===== src/rtl/fib_seq_pkg.sv =====
// Shared types and state encoding for the fib core stream adapter.
package fib_seq_pkg;

  localparam int FIB_DATA_W = 32;

  typedef logic [1:0] fib_state_t;

  localparam fib_state_t ST_IDLE = 2'd0;
  localparam fib_state_t ST_REQ  = 2'd1;
  localparam fib_state_t ST_WAIT = 2'd2;

  typedef logic signed [FIB_DATA_W-1:0] fib_res_t;

endpackage


===== src/rtl/fib_seq_fifo.sv =====
// Small synchronous-pointer result FIFO with asynchronous reset; the head is
// registered only, so a pushed entry becomes visible on the following cycle.
module fib_seq_fifo #(
  parameter int WIDTH = 32,
  parameter int DEPTH = 2
) (
  input  logic             clk,
  input  logic             rst,
  input  logic             push,
  input  logic [WIDTH-1:0] push_data,
  input  logic             pop,
  output logic [WIDTH-1:0] head,
  output logic             empty,
  output logic             full
);

  localparam int AW = (DEPTH > 1) ? $clog2(DEPTH) : 1;
  localparam int CW = AW + 1;

  logic [AW-1:0]    wr_ptr_q, wr_ptr_d;
  logic [AW-1:0]    rd_ptr_q, rd_ptr_d;
  logic [CW-1:0]    count_q, count_d;
  logic [WIDTH-1:0] mem_q [DEPTH];
  logic             do_push, do_pop;

  assign empty   = (count_q == '0);
  assign full    = (count_q == CW'(DEPTH));
  assign do_push = push && !full;
  assign do_pop  = pop && !empty;
  assign head    = empty ? '0 : mem_q[rd_ptr_q];

  // Depth is a power of two, so the pointers wrap by natural overflow.
  always_comb begin
    wr_ptr_d = do_push ? wr_ptr_q + AW'(1) : wr_ptr_q;
    rd_ptr_d = do_pop  ? rd_ptr_q + AW'(1) : rd_ptr_q;
    case ({do_push, do_pop})
      2'b10:   count_d = count_q + CW'(1);
      2'b01:   count_d = count_q - CW'(1);
      default: count_d = count_q;
    endcase
  end

  always_ff @(posedge clk or posedge rst) begin
    if (rst) begin
      wr_ptr_q <= '0;
      rd_ptr_q <= '0;
      count_q  <= '0;
    end else begin
      wr_ptr_q <= wr_ptr_d;
      rd_ptr_q <= rd_ptr_d;
      count_q  <= count_d;
    end
  end

  always_ff @(posedge clk) begin
    if (do_push) mem_q[wr_ptr_q] <= push_data;
  end

  a_no_overflow: assert property (@(posedge clk) disable iff (rst) push |-> !full);

endmodule


===== src/rtl/fib_seq_adapter.sv =====
// Stream adapter in front of the fib core: valid/ready requests in, single-cycle
// req out, result captured on fin into a FIFO. Define FIB_SEQ_BYPASS_EN to answer n <= 0 locally.
module fib_seq_adapter
  import fib_seq_pkg::*;
#(
  parameter int DATA_W    = FIB_DATA_W,
  parameter int OUT_DEPTH = 2,
  parameter int CNT_W     = 16
) (
  input  logic                     i_w_clk,
  input  logic                     i_w_res_p,
  input  logic                     i_w_ce_p,
  input  logic                     i_w_n_valid,
  output logic                     o_r_n_ready,
  input  logic signed [DATA_W-1:0] i_w_n,
  output logic                     o_r_req_p,
  output logic signed [DATA_W-1:0] o_r_n,
  input  logic                     i_w_fin_p,
  input  logic signed [DATA_W-1:0] i_w_o,
  output logic                     o_r_o_valid,
  input  logic                     i_w_o_ready,
  output logic signed [DATA_W-1:0] o_r_o,
  output logic                     o_r_busy,
  output logic [CNT_W-1:0]         o_r_done_cnt
);

  fib_state_t               state_q, state_d;
  logic signed [DATA_W-1:0] n_q, n_d;
  logic                     req_q, req_d;
  logic [CNT_W-1:0]         cnt_q, cnt_d;

  logic                     push;
  logic signed [DATA_W-1:0] push_data;
  logic                     fifo_empty, fifo_full;
  logic [DATA_W-1:0]        fifo_head;
  logic                     accept, bypass;

  assign o_r_n_ready = (state_q == ST_IDLE) && !fifo_full;
  assign accept      = i_w_n_valid && o_r_n_ready && i_w_ce_p;

`ifdef FIB_SEQ_BYPASS_EN
  assign bypass = (i_w_n <= 0);
`else
  assign bypass = 1'b0;
`endif

  // The core zeroes its output one ce cycle after fin, so capture happens on the fin edge itself.
  always_comb begin
    state_d   = state_q;
    n_d       = n_q;
    req_d     = req_q;
    push      = 1'b0;
    push_data = i_w_o;
    case (state_q)
      ST_IDLE: begin
        if (accept) begin
          if (bypass) begin
            push      = 1'b1;
            push_data = '0;
          end else begin
            n_d     = i_w_n;
            req_d   = 1'b1;
            state_d = ST_REQ;
          end
        end
      end
      ST_REQ: begin
        if (i_w_ce_p) begin
          req_d   = 1'b0;
          state_d = ST_WAIT;
        end
      end
      ST_WAIT: begin
        if (i_w_ce_p && i_w_fin_p) begin
          push    = 1'b1;
          state_d = ST_IDLE;
        end
      end
      default: begin
        req_d   = 1'b0;
        state_d = ST_IDLE;
      end
    endcase
    cnt_d = push ? cnt_q + CNT_W'(1) : cnt_q;
  end

  always_ff @(posedge i_w_clk or posedge i_w_res_p) begin
    if (i_w_res_p) begin
      state_q <= ST_IDLE;
      n_q     <= '0;
      req_q   <= 1'b0;
      cnt_q   <= '0;
    end else begin
      state_q <= state_d;
      n_q     <= n_d;
      req_q   <= req_d;
      cnt_q   <= cnt_d;
    end
  end

  fib_seq_fifo #(
    .WIDTH (DATA_W),
    .DEPTH (OUT_DEPTH)
  ) u_fifo (
    .clk       (i_w_clk),
    .rst       (i_w_res_p),
    .push      (push),
    .push_data (push_data),
    .pop       (o_r_o_valid && i_w_o_ready),
    .head      (fifo_head),
    .empty     (fifo_empty),
    .full      (fifo_full)
  );

  assign o_r_req_p    = req_q;
  assign o_r_n        = n_q;
  assign o_r_o_valid  = !fifo_empty;
  assign o_r_o        = fifo_head;
  assign o_r_busy     = (state_q != ST_IDLE);
  assign o_r_done_cnt = cnt_q;

endmodule


===== config.mk =====
export PLATFORM = sky130hd
export DESIGN_NAME = fib_seq_adapter
export DESIGN_NICKNAME = d
export VERILOG_FILES = /design/src/rtl/fib_seq_pkg.sv /design/src/rtl/fib_seq_fifo.sv /design/src/rtl/fib_seq_adapter.sv
export SDC_FILE = /design/constraint.sdc
export NUM_CORES = 1
export LEC_CHECK = 0
export CAP_MARGIN = 20
export CORE_UTILIZATION = 50
export CTS_CLUSTER_SIZE = 10
export DETAILED_ROUTE_END_ITERATION = 8
export HOLD_SLACK_MARGIN = 0.12
export PLACE_DENSITY_LB_ADDON = 0.2
export SETUP_SLACK_MARGIN = 0.15
export SLEW_MARGIN = 20
export SYNTH_ARGS = -nofsm -noshare
export SYNTH_HDL_FRONTEND = slang
export SYNTH_SLANG_ARGS = --single-unit

===== constraint.sdc =====
create_clock -name i_w_clk -period 8.1 [get_ports i_w_clk]
set_clock_uncertainty 0.2 [all_clocks]
set_input_delay 1.62 -clock i_w_clk [delete_from_list [all_inputs] [get_ports i_w_clk]]
set_output_delay 1.62 -clock i_w_clk [all_outputs]
set_load 0.01 [all_outputs]

Word-level counts from Yosys, hierarchy flattened
Memory sizes are Yosys's and may differ from the RTL's. Index checks and enable logic that the tools add are counted.

Equality and inequality tests: 8. Reductions and logical operators: 16. Bitwise gates (word level): 1. $add $sub $neg: 5. Mux-type cells: 13.

Operators with widths (count): 32-bit two-way mux (1); 16-bit by 1-bit adder with 16-bit output (second input constant) (1); 1-bit logical AND (7); 2-bit equality test (second input constant) (3); 1-bit two-way mux (6); 2-bit two-way mux (3); 2-bit inequality test (second input constant) (3); 2-bit one-hot mux with 3 select lines (1); 3-bit AND reduction (2); 2-bit by 1-bit equality test with 1-bit output (second input constant) (2); 2-bit zero test (2); 2-bit one-hot mux with 2 select lines (1); 2-bit nonzero test (2); 1-bit one-hot mux with 3 select lines (1); 1-bit adder (second input constant) (2); 2-bit by 1-bit adder with 2-bit output (second input constant) (1); 1-bit zero test (2); 2-bit AND reduction (1); 2-bit by 1-bit subtractor with 2-bit output (second input constant) (1); 1-bit inverter (1).

Output and inout bits: 84. RAM bits: 64. Memories kept: 1. Logic and storage cells: 51. Register bits: 55.

Memory list: u_fifo.mem_q (depth 2, width 32, read ports 1, clocked after memory_dff 0, write ports 1, RTL line fib_seq_fifo.sv:23) `logic [WIDTH-1:0] mem_q [DEPTH];`.

Logic depth before layout (Yosys ltp)
Gate-level depths: netlist (run 1).

Depth after elaboration: 7. Depth in mapped cells: 7.

Hierarchy
Synthesis (run 1) repeated with hierarchy kept, for this count alone.

Cells, all modules: 302. Area, all modules: 4727.0 µm².

By module, submodules not included: fib_seq_fifo (cells each 154, area each 2610.0 µm², times used 1, seq. area each 2021.9 µm²); fib_seq_adapter (cells each 148, area each 2117.0 µm², times used 1, seq. area each 1276.2 µm²).

Worst setup path before layout (run 1)
OpenSTA, ideal clock, no wires.

Kind: input to register. Start: in i_w_ce_p. End: mem u_fifo.mem_q[0][0], enable pin. Path buffers: 0. Cell stages on the path: 4. Setup time: 421 ps. Data arrival time: 3595 ps. Slack: 3884 ps. Data required time: 7479 ps. Cell sequence: nand2_1 -> nor3b_1 -> o21ai_1 -> nor2_1.

Cells in the longest elaborated chain, start to end: 6.

RTL lines: from (decl) (RTL line fib_seq_adapter.sv:12) `input logic i_w_ce_p,`; 1-bit logical AND (RTL line fib_seq_adapter.sv:74) `if (i_w_ce_p && i_w_fin_p) begin`; 1-bit two-way mux (RTL line fib_seq_adapter.sv:74); 1-bit two-way mux; 1-bit logical AND (RTL line fib_seq_fifo.sv:28) `assign do_push = push && !full;`; 1-bit two-way mux (RTL line fib_seq_fifo.sv:56) `if (do_push) mem_q[wr_ptr_q] <= push_data;`; 1-bit two-way mux (not written as such) (RTL line fib_seq_fifo.sv:56); to (decl) (RTL line fib_seq_fifo.sv:23).

Every way passes these cells.

Final worst setup path (run 1)
Start: reg u_fifo.rd_ptr_q. End: out o_r_o[13].

Cells in the longest elaborated chain, start to end: 2.

RTL lines: from (decl) (RTL line fib_seq_fifo.sv:21) `logic [AW-1:0] rd_ptr_q, rd_ptr_d;`; from (signal assigned) (RTL line fib_seq_fifo.sv:50) `rd_ptr_q <= rd_ptr_d;`; memory read 2 x 32 bit; 32-bit two-way mux (RTL line fib_seq_fifo.sv:30) `assign head = empty ? '0 : mem_q[rd_ptr_q];`; to (decl) (RTL line fib_seq_adapter.sv:22) `output logic signed [DATA_W-1:0] o_r_o,`.

Every way passes these cells.

==> results of run 1 <==
-- stage by stage --
stage,std cells,total power [mW],utilization (%)
6_report,605,2.526,76.17
5_1_grt,605,2.643,76.17
4_1_cts,605,2.549,76.17
3_5_place_dp,573,1.767,69.54
3_3_place_gp,572,1.744,69.33
2_1_floorplan,300,1.314,-
-- logic make-up (layout without fill, tap and decap cells) --
group                      after synthesis  in the layout  share of synthesized area [%]
muxes                                   64             64                          16.39
buffers and inverters                   16            192                          2.493
xor gates and xnor gates                20             20                          3.636
AOI/OAI and AO/OA                        6              6                         0.9090
DFF                                    119            119                          68.47
adders and majority gates                2              2                         0.5194
and+or+nand+nor                         73             73                          7.585
-- layout make-up --
cell class | count | area share [%]
well taps | 129 | 2.282
multi-input cells | 165 | 20.05
clock buffers | 17 | 5.856
repair buffers | 155 | 22.05
flip-flops and latches | 119 | 46.66
inverters | 5 | 0.2654
clock inverters | 15 | 2.849
-- cell usage after synthesis --
cell / instances
clkbuf_1: 4
buf_2: 3
nand2b_1: 1
edfxtp_1: 64
nand3b_1: 1
nand4_1: 3
xnor2_1: 16
a21oi_4: 1
nand3_1: 7
or2_4: 1
nand4b_2: 1
nor4_2: 1
mux2i_1: 32
inv_1: 5
o21ai_1: 1
mux2_4: 29
and4_1: 2
and3_1: 3
nor2_1: 37
nor4_4: 1
mux2_2: 3
dfrtp_1: 55
nor3b_1: 1
and2_1: 1
xor2_1: 4
buf_12: 3
buf_6: 1
nor4_1: 1
o21ai_0: 2
ha_1: 2
a21oi_1: 1
nand2_1: 12
a21o_1: 1
-- routing by layer --
layer	track usage, %	part of all wire (%)	vias up
met5	0	0	-
met4	8.696	1.2	0
met3	6.964	4.9	9
met2	34.35	52	93
met1	25.77	41	1476
li1	-	-	1407
-- power by group through the flow --
| stage | logic (mW) | clock network [mW] | registers (mW) |
|---|---|---|---|
| finish | 0.869 | 0.769 | 0.889 |
| detailed placement | 0.873 | 0 | 0.894 |
| global route | 0.923 | 0.812 | 0.907 |
| CTS | 0.879 | 0.779 | 0.891 |
| floorplan | 0.432 | 0 | 0.882 |
| global placement | 0.854 | 0 | 0.891 |
-- sequential cells by signal, indices dropped and copies added, names as in the netlist --
signal and flops:
o_r_n 32, state_q 2, u_fifo.count_q 2, u_fifo.wr_ptr_q 1
u_fifo.rd_ptr_q 1, o_r_req_p 1, u_fifo.mem_q 64, o_r_done_cnt 16
-- path summary, 6_finish.rpt --
path | startpoint | to | depth (start not counted)
worst max-delay path | u_fifo.rd_ptr_q | o_r_o[13] | 3
worst min-delay path | o_r_done_cnt[15] | o_r_done_cnt[15] | 1
worst max register to register | state_q[1] | u_fifo.mem_q[0][21] | 3
worst min register to register | o_r_done_cnt[15] | o_r_done_cnt[15] | 1
max in group asynchronous | i_w_res_p | o_r_n[5] | 3
min in group asynchronous | i_w_res_p | o_r_n[21] | 2
-- critical path, delay by kind of cell, from the launching register on --
| kind | cells | cell delay [ps] |
|---|---|---|
| DFF | 1 | 980 |
| buffers and inverters | 1 | 560 |
| and+or+nand+nor | 1 | 150 |
| muxes | 1 | 210 |
==> run_summary.xml, run 1 <==
<?xml version="1.0" encoding="UTF-8"?>
<metrics>
  <group name="run_status">
    <metric name="run_status" unit="">complete, no violations</metric>
  </group>
  <group name="clock_network">
    <metric name="clk_path_buf_depth" unit="">2</metric>
    <metric name="cts_num_sinks" unit="">119</metric>
    <metric name="cts-resized-gates" unit="">0</metric>
    <metric name="htree_num_levels" unit="">4</metric>
    <metric name="clk_root_buffer_cell" unit="">clkbuf_8</metric>
    <metric name="clk-insertion-delay-late" unit="ps">510</metric>
    <metric name="tritoncts" unit="">yes</metric>
    <metric name="clk_pin_slew_worst_paths" unit="ps">60</metric>
    <metric name="cts_inserted_buffers" unit="">17</metric>
    <metric name="hold_buffers" unit="">0</metric>
    <metric name="post_cts_buffers" unit="">0</metric>
  </group>
  <group name="sta">
    <metric name="period_minus_slack" unit="ps">4251</metric>
    <metric name="grt_setup_unrepaired" unit="">false</metric>
    <metric name="fin_worst_hold_slack" unit="ps">270.9</metric>
    <metric name="tightestPinTransition" unit="ps">1015</metric>
    <metric name="final.setup.worst_slack" unit="ps">3849</metric>
    <metric name="relSlewSlack" unit="%">32.32</metric>
    <metric name="report.final.hold_viol_count" unit="">0</metric>
    <metric name="finalMaxSlewViolations" unit="">0</metric>
    <metric name="post-route-period-util" unit="%">52.49</metric>
    <metric name="finalSetupTns" unit="ps">0</metric>
    <metric name="setup_violations" unit="">0</metric>
    <metric name="clock.fmax" unit="GHz">0.2352</metric>
  </group>
  <group name="power_and_ir_drop">
    <metric name="seq_power_share" unit="%">35.2</metric>
    <metric name="power.density" unit="nW/um^2">357.3</metric>
    <metric name="total_leakage_power" unit="nW">2.824</metric>
    <metric name="sw_frac_of_total" unit="%">28.51</metric>
    <metric name="power_report.internal_total" unit="mW">1.806</metric>
    <metric name="p_sw" unit="mW">0.7203</metric>
    <metric name="logic_pwr_share" unit="%">34.4</metric>
    <metric name="clkPwrFrac" unit="%">30.4</metric>
    <metric name="worst_ir_drop_vdd" unit="uV">205.5</metric>
  </group>
  <group name="synthesis">
    <metric name="synth_cell_type_count" unit="">33</metric>
    <metric name="total_standard_cell_area_after_synthesis" unit="um^2">4817</metric>
    <metric name="synth_warnings" unit="">0</metric>
    <metric name="synth.ff_latch_count" unit="">119</metric>
    <metric name="netlist.top_cell.by_area" unit="">edfxtp_1</metric>
    <metric name="yosysTopAreaCellShare" unit="%">39.90</metric>
    <metric name="synth.area.top_cells" unit="">edfxtp_1, dfrtp_1, mux2_4</metric>
    <metric name="avgSynthCellArea" unit="um^2">16.06</metric>
    <metric name="syn-num-nets" unit="">372</metric>
    <metric name="synth_cells" unit="">300</metric>
    <metric name="yosysSeqAreaShare" unit="%">68.47</metric>
  </group>
  <group name="floorplan">
    <metric name="chipWidth" unit="um">100.2</metric>
    <metric name="num_rows" unit="">35</metric>
    <metric name="die_height" unit="um">100.2</metric>
    <metric name="floorplan.initialDensity" unit="%">51.89</metric>
    <metric name="floorplan.die_area" unit="um^2">10030</metric>
    <metric name="io_pins" unit="">154</metric>
    <metric name="coreArea" unit="um^2">9284</metric>
  </group>
  <group name="route">
    <metric name="average_wire_per_standard_cell" unit="um">16.42</metric>
    <metric name="initialDrtViolationCount" unit="">96</metric>
    <metric name="final_antenna_net_count" unit="">0</metric>
    <metric name="viasPerCell" unit="">4.934</metric>
    <metric name="drtPass1Iterations" unit="">5</metric>
    <metric name="dr_total_vias" unit="">2985</metric>
    <metric name="post-route-drc-count" unit="">0</metric>
    <metric name="finalWirelength" unit="um">9934</metric>
  </group>
  <group name="setup_path">
    <metric name="r2r_setup_slack" unit="ps">5500</metric>
    <metric name="path_cells" unit="">mux2i_1 -&gt; nor2_1 -&gt; clkdlybuf4s50_1</metric>
    <metric name="crit_fanout" unit="">33</metric>
    <metric name="timing.setup.critical_path_class" unit="">reg2out</metric>
    <metric name="crit_path_end_kind" unit="">output port</metric>
    <metric name="delay_of_the_slowest_cell_on_the_worst_path" unit="ps">980</metric>
    <metric name="worst_path_max_delay_cell" unit="">dfrtp_2</metric>
    <metric name="worstPathArrival" unit="ps">2430</metric>
    <metric name="critPathRequiredTime" unit="ps">6280</metric>
    <metric name="worstSetupStartpointType" unit="">flip-flop</metric>
  </group>
  <group name="final_layout">
    <metric name="final_net_count" unit="">535</metric>
    <metric name="finalInstanceArea" unit="um^2">7072</metric>
    <metric name="final_cell_mix" unit="">clkdlybuf4s50_1, edfxtp_1, dfrtp_1</metric>
    <metric name="area_growth" unit="%">46.81</metric>
    <metric name="fill_cells" unit="">588</metric>
    <metric name="seq_area" unit="um^2">3299</metric>
    <metric name="multiInputGateArea" unit="um^2">1418</metric>
    <metric name="mostFrequentLayoutCell" unit="">clkdlybuf4s50_1</metric>
    <metric name="fraction_of_final_layout_cells_sized_beyond_drive_strength_1" unit="%">15.97</metric>
    <metric name="antenna_cells" unit="">0</metric>
  </group>
  <group name="global_route">
    <metric name="first_global_vias" unit="">3110</metric>
    <metric name="global_route_wire_length_before_repair" unit="um">15550</metric>
    <metric name="grt_remaining_overflow" unit="">0</metric>
    <metric name="antenna_found_initial" unit="">0</metric>
    <metric name="groute.usage.overall" unit="%">21.01</metric>
    <metric name="grt_start_max_net_pins" unit="">34</metric>
  </group>
  <group name="placement">
    <metric name="io_buffer_count" unit="">153</metric>
    <metric name="placed_cell_area" unit="um^2">6456</metric>
    <metric name="place_congestion" unit="">0.7396</metric>
    <metric name="pre_cts_ws" unit="ps">3638</metric>
    <metric name="final_hpwl_from_detailed_placement" unit="um">6518</metric>
  </group>
  <group name="job">
    <metric name="cap_viol_max_count" unit="">0</metric>
  </group>
  <group name="min_path">
    <metric name="timing.hold.worst.class" unit="">reg2reg</metric>
  </group>
</metrics>
No activity file was read; power rests on OpenSTA's default activity.
==> inputs of run 2 (changes only) <==
- CORE_UTILIZATION: 50 -> 42
- clock period: 8.1 -> 3.7 ns (I/O delays scaled with it)
==> run_summary.xml, run 2 (synthesis gave the netlist of run 1 again) <==
<?xml version="1.0" encoding="UTF-8"?>
<metrics>
  <group name="run_status">
    <metric name="run_status" unit="">complete, no violations</metric>
  </group>
  <group name="setup_path">
    <metric name="critPathRequiredTime" unit="ps">2760</metric>
    <metric name="crit_start" unit="">u_fifo.rd_ptr_q</metric>
    <metric name="worst_r2r_startpoint" unit="">state_q[1]</metric>
    <metric name="crit_path_end_kind" unit="">output port</metric>
    <metric name="r2r_setup_slack" unit="ps">1320</metric>
    <metric name="timing.setup.critical_path_class" unit="">reg2out</metric>
    <metric name="crit_fanout" unit="">33</metric>
    <metric name="regToRegEndpoint" unit="">u_fifo.mem_q[1][26]</metric>
    <metric name="worstPathArrival" unit="ps">2310</metric>
    <metric name="worst-r2r-cell-count" unit="">4</metric>
    <metric name="worstSetupStartpointType" unit="">flip-flop</metric>
  </group>
  <group name="final_layout">
    <metric name="largest_register_ffs" unit="">64</metric>
    <metric name="area_growth" unit="%">47.53</metric>
    <metric name="regMostFlops" unit="">u_fifo.mem_q</metric>
    <metric name="mostFrequentLayoutCell" unit="">clkdlybuf4s50_1</metric>
    <metric name="fraction_of_final_layout_cells_sized_beyond_drive_strength_1" unit="%">16.28</metric>
    <metric name="antenna_cells" unit="">0</metric>
    <metric name="final_net_count" unit="">538</metric>
    <metric name="final_cell_mix" unit="">clkdlybuf4s50_1, edfxtp_1, dfrtp_1</metric>
  </group>
  <group name="clock_network">
    <metric name="cts_num_sinks" unit="">119</metric>
    <metric name="cts_inserted_buffers" unit="">17</metric>
    <metric name="clk-insertion-delay-late" unit="ps">400</metric>
    <metric name="clk_pin_slew_worst_paths" unit="ps">50</metric>
    <metric name="clk_root_buffer_cell" unit="">clkbuf_16</metric>
    <metric name="post_cts_buffers" unit="">0</metric>
    <metric name="clk_path_buf_depth" unit="">2</metric>
    <metric name="cts-resized-gates" unit="">0</metric>
    <metric name="hold_buffers" unit="">0</metric>
    <metric name="tritoncts" unit="">yes</metric>
    <metric name="htree_num_levels" unit="">4</metric>
  </group>
  <group name="min_path">
    <metric name="destination_of_the_worst_hold_path" unit="">o_r_done_cnt[15]</metric>
    <metric name="holdCritStartpoint" unit="">o_r_done_cnt[15]</metric>
    <metric name="cell_count_of_the_worst_hold_path" unit="">1</metric>
    <metric name="timing.hold.worst.class" unit="">reg2reg</metric>
  </group>
  <group name="power_and_ir_drop">
    <metric name="sw_frac_of_total" unit="%">27.93</metric>
    <metric name="power_report.internal_total" unit="mW">3.921</metric>
    <metric name="total_power" unit="mW">5.440</metric>
    <metric name="total_leakage_power" unit="nW">2.847</metric>
    <metric name="power.density" unit="nW/um^2">765.5</metric>
    <metric name="logic_pwr_share" unit="%">34.8</metric>
    <metric name="worst_ir_drop_vdd" unit="uV">424.4</metric>
    <metric name="seq_power_share" unit="%">35.6</metric>
    <metric name="p_sw" unit="mW">1.519</metric>
    <metric name="clkPwrFrac" unit="%">29.5</metric>
  </group>
  <group name="sta">
    <metric name="grt_setup_unrepaired" unit="">false</metric>
    <metric name="post-route-period-util" unit="%">87.83</metric>
    <metric name="period_minus_slack" unit="ps">3250</metric>
    <metric name="finalMaxSlewViolations" unit="">0</metric>
    <metric name="setup_violations" unit="">0</metric>
    <metric name="clock.fmax" unit="GHz">0.3077</metric>
    <metric name="final.setup.worst_slack" unit="ps">450.4</metric>
    <metric name="relSlewSlack" unit="%">35.53</metric>
    <metric name="finalSetupTns" unit="ps">0</metric>
    <metric name="tightestPinTransition" unit="ps">967.0</metric>
    <metric name="report.final.hold_viol_count" unit="">0</metric>
  </group>
  <group name="global_route">
    <metric name="first_global_vias" unit="">2989</metric>
    <metric name="antenna_found_initial" unit="">0</metric>
    <metric name="grt_remaining_overflow" unit="">0</metric>
    <metric name="groute.usage.overall" unit="%">16.69</metric>
    <metric name="grt_start_max_net_pins" unit="">39</metric>
    <metric name="global_route_wire_length_before_repair" unit="um">14670</metric>
  </group>
  <group name="floorplan">
    <metric name="num_rows" unit="">38</metric>
    <metric name="coreArea" unit="um^2">10980</metric>
    <metric name="floorplan.die_area" unit="um^2">11900</metric>
    <metric name="floorplan.initialDensity" unit="%">43.86</metric>
    <metric name="die_height" unit="um">109.1</metric>
    <metric name="chipWidth" unit="um">109.1</metric>
    <metric name="io_pins" unit="">154</metric>
  </group>
  <group name="route">
    <metric name="drtPass1Iterations" unit="">4</metric>
    <metric name="post-route-drc-count" unit="">0</metric>
    <metric name="average_wire_per_standard_cell" unit="um">15.12</metric>
    <metric name="viasPerCell" unit="">4.764</metric>
    <metric name="dr_total_vias" unit="">2949</metric>
    <metric name="final_antenna_net_count" unit="">0</metric>
    <metric name="initialDrtViolationCount" unit="">97</metric>
    <metric name="finalWirelength" unit="um">9362</metric>
  </group>
  <group name="placement">
    <metric name="pre_cts_ws" unit="ps">350.6</metric>
    <metric name="final_hpwl_from_detailed_placement" unit="um">6457</metric>
    <metric name="io_buffer_count" unit="">153</metric>
    <metric name="place_congestion" unit="">0.6923</metric>
  </group>
  <group name="job">
    <metric name="cap_viol_max_count" unit="">0</metric>
  </group>
</metrics>
[run 2: power by group through the flow]
stage                     clock [mW]  combinational, mW  sequential [mW]
after CTS                       1.64               1.92             1.95
after global routing            1.70               2.03             1.98
final                           1.61               1.89             1.94
after global placement             0               1.89             1.96
after detailed placement           0               1.91             1.96
after floorplan                    0              0.946             1.93
[run 2: final cells by class]
type	instances	area (um^2)
clock buffers	19	432.9
fillers	806	3876
repair buffers	158	1607
flip-flops and latches	119	3299
well taps	140	175.2
inverters	5	18.77
clock inverters	13	156.4
multi-input cells	165	1418
[run 2: layer usage]
metal	routed length, um	track usage, %
met5	0	0
met4	174	8.108
met3	774	6.037
met2	4425	26.50
met1	3987	20.11
[run 2: worst max-delay path by stage]
stage	end	slack, ps	cells past startpoint
finish	o_r_o[24]	450	3
CTS	o_r_o[24]	410	3
global route	o_r_o[5]	310	3
detailed placement	u_fifo.mem_q[0][27]	350	6
floorplan	u_fifo.mem_q[0][0]	360	4
global placement	u_fifo.mem_q[1][28]	390	6
[run 2: worst max-delay path, cell delays in order, from the launching register on]
cell and delay (ps):
dfrtp_2 1000, mux2i_1 180, nor2_1 170, clkdlybuf4s50_1 560
[run 2: stage by stage]
| step | cells | hold slack, ps | area [um^2] | utilization [%] |
|---|---|---|---|---|
| global placement | 587 | 262.1 | 6518 | 59.34 |
| detailed placement | 587 | 266.1 | 6518 | 59.34 |
| floorplan | 300 | 268.1 | 4817 | - |
| CTS | 619 | 282.7 | 7107 | 64.71 |
| finish | 619 | 276.3 | 7107 | 64.71 |
| global route | 619 | 305.1 | 7107 | 64.71 |
